`src/rtl/duty_ramp.sv`:
```
`default_nettype none
// +--------------------------------------------------------------------------+
// | duty_ramp : slews a PWM duty (permille) toward an accepted target.        |
// | Optional brake input enabled by macro DUTY_RAMP_BRAKE_EN.    Rev 1.0      |
// +--------------------------------------------------------------------------+
module duty_ramp #(
  parameter int SYS_CLK  = 24_000_000,
  parameter int RAMP_HZ  = 1000,
  parameter int STEP     = 10,
  parameter int DUTY_MAX = 1000
) (
  input  logic        clk_24M,
  input  logic        rst,
`ifdef DUTY_RAMP_BRAKE_EN
  input  logic        brake,
`endif
  input  logic        tgt_valid,
  output logic        tgt_ready,
  input  logic [10:0] tgt_duty,
  input  logic        tgt_dir,
  output logic [10:0] perctg,
  output logic        dir,
  output logic        at_target
);

  localparam int PRESC_N = SYS_CLK / RAMP_HZ;
  localparam int PW      = (PRESC_N > 1) ? $clog2(PRESC_N) : 1;
  localparam logic [PW-1:0] C_TERM     = PW'(PRESC_N - 1);
  localparam logic [10:0]   C_STEP     = 11'(STEP);
  localparam logic [11:0]   C_STEP12   = 12'(STEP);
  localparam logic [10:0]   C_DUTY_MAX = 11'(DUTY_MAX);

  typedef enum logic [1:0] {
    S_IDLE    = 2'd0,
    S_UP      = 2'd1,
    S_DOWN    = 2'd2,
    S_REVERSE = 2'd3
  } state_t;

  state_t      r_state, w_state_n;
  logic [PW-1:0] r_presc;
  logic        w_tick;
  logic [10:0] r_perctg, w_perctg_n;
  logic [10:0] r_target;
  logic        r_tgt_dir;
  logic        r_dir, w_dir_n;
  logic        r_eval;
  logic        w_accept;
  logic [10:0] w_clamped;
  logic [11:0] w_up_sum, w_dn_floor;
  logic [10:0] w_up_val, w_dn_val, w_rev_val;

  assign w_tick    = (r_presc == C_TERM);
`ifdef DUTY_RAMP_BRAKE_EN
  assign tgt_ready = (r_state != S_REVERSE) && !brake;
`else
  assign tgt_ready = (r_state != S_REVERSE);
`endif
  assign w_accept  = tgt_valid && tgt_ready;
  assign w_clamped = (tgt_duty > C_DUTY_MAX) ? C_DUTY_MAX : tgt_duty;

  // Step arithmetic done 12 bits wide so neither direction can wrap.
  assign w_up_sum   = {1'b0, r_perctg} + C_STEP12;
  assign w_up_val   = (w_up_sum < {1'b0, r_target}) ? w_up_sum[10:0] : r_target;
  assign w_dn_floor = {1'b0, r_target} + C_STEP12;
  assign w_dn_val   = ({1'b0, r_perctg} > w_dn_floor) ? (r_perctg - C_STEP) : r_target;
  assign w_rev_val  = (r_perctg > C_STEP) ? (r_perctg - C_STEP) : 11'd0;

  assign perctg    = r_perctg;
  assign dir       = r_dir;
  assign at_target = (r_state == S_IDLE) && (r_perctg == r_target) && (r_dir == r_tgt_dir);

  always_ff @(posedge clk_24M) begin
    if (rst) begin
      r_presc <= '0;
    end else begin
      r_presc <= w_tick ? '0 : (r_presc + PW'(1));
    end
  end

  // A freshly accepted target is judged on the following cycle; no ramp step
  // is applied during that evaluation cycle.
  always_comb begin
    w_state_n  = r_state;
    w_perctg_n = r_perctg;
    w_dir_n    = r_dir;
    if (r_eval) begin
      if (r_dir != r_tgt_dir) begin
        if (r_perctg != 11'd0) begin
          w_state_n = S_REVERSE;
        end else begin
          w_dir_n   = ~r_dir;
          w_state_n = (r_target == 11'd0) ? S_IDLE : S_UP;
        end
      end else if (r_target > r_perctg) begin
        w_state_n = S_UP;
      end else if (r_target < r_perctg) begin
        w_state_n = S_DOWN;
      end else begin
        w_state_n = S_IDLE;
      end
    end else begin
      case (r_state)
        S_UP: begin
          if (w_tick) begin
            w_perctg_n = w_up_val;
            if (w_up_val == r_target) w_state_n = S_IDLE;
          end
        end
        S_DOWN: begin
          if (w_tick) begin
            w_perctg_n = w_dn_val;
            if (w_dn_val == r_target) w_state_n = S_IDLE;
          end
        end
        S_REVERSE: begin
          if (r_perctg == 11'd0) begin
            w_dir_n   = ~r_dir;
            w_state_n = (r_target == 11'd0) ? S_IDLE : S_UP;
          end else if (w_tick) begin
            w_perctg_n = w_rev_val;
          end
        end
        default: ;
      endcase
    end
  end

  always_ff @(posedge clk_24M) begin
    if (rst) begin
      r_state   <= S_IDLE;
      r_perctg  <= 11'd0;
      r_dir     <= 1'b1;
      r_target  <= 11'd0;
      r_tgt_dir <= 1'b1;
      r_eval    <= 1'b0;
    end else
`ifdef DUTY_RAMP_BRAKE_EN
    if (brake) begin
      r_state   <= S_IDLE;
      r_perctg  <= 11'd0;
      r_target  <= 11'd0;
      r_tgt_dir <= r_dir;
      r_eval    <= 1'b0;
    end else
`endif
    begin
      r_state  <= w_state_n;
      r_perctg <= w_perctg_n;
      r_dir    <= w_dir_n;
      r_eval   <= w_accept;
      if (w_accept) begin
        r_target  <= w_clamped;
        r_tgt_dir <= tgt_dir;
      end
    end
  end

endmodule
`default_nettype wire

```
`config.mk`:
```
export PLATFORM = sky130hd
export DESIGN_NAME = duty_ramp
export DESIGN_NICKNAME = d
export VERILOG_FILES = /design/src/rtl/duty_ramp.sv
export SDC_FILE = /design/constraint.sdc
export NUM_CORES = 1
export LEC_CHECK = 0
export CAP_MARGIN = 10
export CORE_MARGIN = 2
export CORE_UTILIZATION = 64
export DETAILED_ROUTE_END_ITERATION = 7
export PLACE_DENSITY_LB_ADDON = 0.3
export SLEW_MARGIN = 40
export SYNTH_ARGS = -nofsm -noshare
export SYNTH_HDL_FRONTEND = slang
export SYNTH_SLANG_ARGS = --single-unit
```
`constraint.sdc`:
```
create_clock -name clk_24M -period 5.5 [get_ports clk_24M]
set_clock_uncertainty 0.1 [all_clocks]
set_input_delay 0.825 -clock clk_24M [delete_from_list [all_inputs] [get_ports clk_24M]]
set_output_delay 0.825 -clock clk_24M [all_outputs]
set_load 0.005 [all_outputs]
```
# Yosys cells after proc, flatten, opt, wreduce, memory -nomap -nowiden
# Cells that the tools add are included.
[classes]
magnitude_cmp = 6
n_reduce_logical = 15
bitwise = 2
addsub = 4
n_mux = 26
n_eq_ne = 21
[ops]
columns = ["operator", "n"]
rows = [
  ["$mux 11", 8],
  ["$eq 11x11->1", 3],
  ["$pmux 11 s3", 1],
  ["$add 11x4->12 const B", 2],
  ["$logic_not 11->1", 2],
  ["$mux 2", 10],
  ["$add 15x1->15 const B", 1],
  ["$eq 15x15->1 const B", 1],
  ["$ne 3x3->1 const B", 5],
  ["$gt 11x12->1", 1],
  ["$lt 12x11->1", 1],
  ["$ne 2x2->1 const B", 6],
  ["$reduce_and 6->1", 2],
  ["$gt 11x10->1 const B", 1],
  ["$gt 11x11->1", 1],
  ["$gt 11x4->1 const B", 1],
  ["$lt 11x11->1", 1],
  ["$reduce_bool 11->1", 1],
  ["$sub 11x4->11 const B", 1],
  ["$mux 1", 6],
  ["$pmux 2 s3", 1],
  ["$eq 2x2->1 const B", 2],
  ["$reduce_and 4->1", 1],
  ["$reduce_bool 2->1", 2],
  ["10 further kinds", 13],
]
[word_totals]
inputBits = 15
word_cells = 81
output_inout_bits = 14
reg_bits = 42

# Depth between registers and ports, before layout
[logic_depth]
word_depth = 8
mapped_depth = 14
mapped_depth_nobuf = 12

# Worst setup path after synthesis
# Ideal clock, no wire load.
[synth_path]
path_kind = "reg-to-reg"
startpoint = "register r_target[2]"
endpoint = "register r_perctg[9], in the netlist perctg[9]"
synth_period_minus_slack_ps = 3087
arrival_time_ps = 2853
path_buffers = 0
setup_slack_ps = 2413
setup_ps = 135
stages_incl_launch_ff = 13
required_ps = 5265
path_cell_list = "dfxtp_1 -> ha_1 -> o2111ai_2 -> nor3_1 -> xnor2_1 -> ha_1 -> a21o_1 -> a21oi_1 -> o211ai_1 -> o211ai_1 -> nand2_1 -> a222oi_1 -> o32ai_1"
[synth_via]
elab_chain_len = 5
elab_cells_between_ends = 8
cone_classes = "add/sub: 1; order compare: 2; mux: 5"
[synth_lines]
columns = ["item", "line", "rtl"]
rows = [
  ["from (decl)", "44", "logic [10:0] r_target;"],
  ["from (signal assigned)", "153", "r_target <= w_clamped;"],
  ["$add 11x4->12", "65", "assign w_dn_floor = {1'b0, r_target} + C_STEP12;"],
  ["$gt 11x12->1", "66", "assign w_dn_val = ({1'b0, r_perctg} > w_dn_floor) ? (r_perctg - C_STEP) : r_target;"],
  ["$mux 11", "66", ""],
  ["$mux 11", "111", "if (w_tick) begin"],
  ["$pmux 11 s3 (*)", "103", "case (r_state)"],
  ["to (signal assigned)", "149", "r_perctg <= w_perctg_n;"],
  ["to (decl)", "43", "logic [10:0] r_perctg, w_perctg_n;"],
]
# Mark *: on every way between the ends. The rest lies on a longest branch, timed or not. The select of a mux whose other input is x is not followed.
# A chain may end at the register's enable or synchronous reset.

# Final worst setup path
[layout_path]
startpoint = "register r_perctg[4], in the netlist perctg[4]"
endpoint = "register r_perctg[5], in the netlist perctg[5]"
[layout_via]
elab_chain_len = 5
elab_cells_between_ends = 16
cone_classes = "add/sub: 2; order compare: 3; eq/ne: 1; mux: 8; reduce/logical: 2"
[layout_lines]
columns = ["item", "line", "rtl"]
rows = [
  ["$add 11x4->12 (tied with other cells)", "63", "assign w_up_sum = {1'b0, r_perctg} + C_STEP12;"],
  ["$lt 12x11->1 or $mux 11 (tied branches)", "64, 67", ""],
  ["$mux 11, on equally long branches", "64, 120", ""],
  ["$mux 11, on equally long branches", "105, 117", ""],
  ["$pmux 11 s3", "103", ""],
]
# Several ways; a longest one is shown, not always the timed one. The select of a mux whose other input is x is not followed.

==> results.json <==
{
  "tns_ns": 0,
  "start_kind": "flip-flop",
  "total_leakage_power_nw": 1.58,
  "synth_seq_cells": 42,
  "grt-ovfl-total": 0,
  "io_buffers": 28,
  "synth_cell_types": 61,
  "clkTransAtPathRegs_ns": 0.08,
  "cts_setup_buffers": 0,
  "status": "completed",
  "drv_slew": 0,
  "row_count": 27,
  "ctsHtreeMaxLevel": 2,
  "worst_ep_arrival_time_ns": 4.03,
  "avgSynthCellArea_um2": 7.79,
  "top_layer_used": "met4",
  "dp.cells": 555,
  "num-fill-cells": 436,
  "drtAntennaViolNets": 0,
  "rsz0062_at_grt": "no",
  "crit_family": "simple AND/OR/NAND/NOR gates",
  "final_nets": 541,
  "seq_area_frac_synth_pct": 22.6,
  "max-slew-margin-rel_pct": 54.7,
  "final_cell_mix": "nor2_1, dfxtp_1, xnor2_1, ha_1, inv_1",
  "cts_hold_buf": 0,
  "hold_path_class": "flip-flop to flip-flop",
  "required_ns": 5.57,
  "setup_viol": 0,
  "antenna_found_initial": 0,
  "via_count": 3866,
  "gp_congestion": 1.02,
  "numCtsBuffers": 5,
  "crit_chain": "nand3_1 > nor4_1 > xnor2_1 > ha_1 > and3_1 > a221o_1 > nor2_2 > o21ai_0 > a222oi_1 > a211oi_1",
  "synth_warnings": 0,
  "hpwl_um": 8950,
  "wl_per_cell_um": 20.9,
  "drt-pass1-iter-count": 6,
  "power_density_mw_per_mm2": 166,
  "clockRootBuffer": "clkbuf_8",
  "stdcell_count": 563,
  "core_area_mm2": 0.00557,
  "layout_commonest_cell": "nor2_1",
  "synth_edf_count": 0,
  "end_kind": "flip-flop",
  "placed_area_mm2": 0.00396,
  "vias_per_cell": 6.87,
  "grt_pass1_wl_um": 18900,
  "diodes": 0,
  "synthArstFlopShare_pct": 0,
  "post_cts_resized": 0,
  "grt_pass1_vias": 3614,
  "grt_max_degree": 22,
  "worst_pin_slew_ns": 0.679,
  "syn-num-nets": 528,
  "syn_to_final_growth_pct": 9.19,
  "fp.dieW_um": 80.2,
  "hold_viol_final": 0,
  "wirelength_um": 11800,
  "synthFlopType": "dfxtp_1",
  "synthCells": 477,
  "vdd_drop_max_v": 0.000129,
  "route.met3.wl_um": 1360,
  "cp_num_buf_inv": 0,
  "grt.total_usage_pct": 38.6,
  "post-route-cell-area_mm2": 0.00406,
  "drive_gt1_share_pct": 3.46,
  "drcViolationCount": 0,
  "total_power_mw": 0.675,
  "io_pins": 29,
  "clkLatencyLatePin_ns": 0.30,
  "post-route-period-util_pct": 72.1,
  "max_stage_delay_ns": 0.70,
  "fmaxAchievable_mhz": 252,
  "drt_iter0_drc": 471,
  "cts_tree": "yes",
  "wl_met2_um": 5130,
  "crit_type": "flip-flop to flip-flop",
  "wl_met1_um": 4740,
  "min_period_ns": 3.96,
  "crit_fanout": 11,
  "cts_sinks": 42,
  "initial_utilization_pct": 66.7,
  "die-area_mm2": 0.00643,
  "clockBufferDepth": 2,
  "dieHeight_um": 80.2,
  "drv_cap": 0,
  "crit_slowest_cell": "dfxtp_1",
  "syn-cell-area_mm2": 0.00372
}
## cell type report
cell class	count	area (um2)	area share [%]
multi-input combinational	378	2620	64.6
tap	72	90.1	2.22
clock inverter	1	8.76	0.216
sequential	42	841	20.7
inverter	34	128	3.14
clock buffer	7	86.3	2.13
timing repair buffer	29	283	6.97
## sequential cells by signal (all words and copies together), names as in the netlist
name,cells
dir,1
r_eval,1
r_presc,15
r_tgt_dir,1
r_state,2
r_target,11
perctg,11
## logic make-up after synthesis
kind of cell               count (synthesis)  synth area share, %
adders and majority gates                 36                 12.1
xor gates and xnor gates                  55                 13.7
AOI/OAI and AO/OA                        116                 21.8
and+or+nand+nor                          171                 23.0
buffers and inverters                     57                 6.83
DFF                                       42                 22.6
## where the power goes
part,switching [mW],total (mW),internal (mW)
Sequential,0.0200,0.332,0.312
Clock,0.115,0.219,0.104
Combinational,0.0706,0.123,0.0526
## worst register-to-register path, stage by stage (launching register included)
cell      delay, ns
dfxtp_1        0.70
nand3_1        0.23
nor4_1         0.59
xnor2_1        0.20
ha_1           0.35
and3_1         0.22
a221o_1        0.44
nor2_2         0.44
o21ai_0        0.20
a222oi_1       0.24
a211oi_1       0.11
## Yosys cell counts, types with 2 or more instances
master	number	share of area, %
a211oi_1	9	1.8
a21o_1	5	1.0
a21oi_1	25	3.4
a221oi_1	4	0.94
a222oi_1	4	1.1
a22oi_1	6	1.2
and2_1	3	0.50
and3_1	8	1.3
and3b_1	2	0.47
buf_2	5	0.67
buf_4	5	1.0
buf_6	2	0.61
clkbuf_1	11	1.1
dfxtp_1	42	23
ha_1	36	12
inv_1	33	3.3
nand2_1	32	3.2
nand2b_1	2	0.34
nand3_1	31	4.2
nand4_1	8	1.3
nor2_1	43	4.3
nor2_2	2	0.34
nor2b_1	4	0.67
nor3_1	21	2.8
nor4_1	6	1.0
o2111ai_1	3	0.71
o211ai_1	6	1.2
o21a_1	4	0.81
o21ai_0	20	2.7
o21ai_1	4	0.54
o21bai_1	2	0.40
o311a_1	2	0.54
o311ai_0	2	0.47
o31ai_1	5	1.0
or3_1	2	0.34
xnor2_1	36	8.5
xnor3_1	2	1.2
xor2_1	17	4.0
## stage by stage
stage	utilization, %	hold slack, ns	setup WS [ns]
final	72.8	0.387	1.54
after floorplan	-	0.330	2.41
after detailed placement	71.1	0.366	1.70
after global placement	71.2	0.345	1.61
after CTS	72.8	0.384	1.67
after global routing	72.8	0.401	1.29
## worst paths after layout
check | startpoint | to | slack, ns | cells after the start
worst max-delay path | perctg[4] | perctg[5] | 1.54 | 10
worst min-delay path | r_presc[0] | r_presc[0] | 0.39 | 1
worst max register to register | perctg[4] | perctg[5] | 1.54 | 10
worst min register to register | r_presc[0] | r_presc[0] | 0.39 | 1
## routing by layer
metal | vias to the layer above | global-route usage, %
li1 | 1754 | -
met1 | 1770 | 51.6
met2 | 289 | 59.1
met3 | 53 | 8.76
met4 | 0 | 17.1
met5 | - | 0
Power figures use the tool's default switching activity.
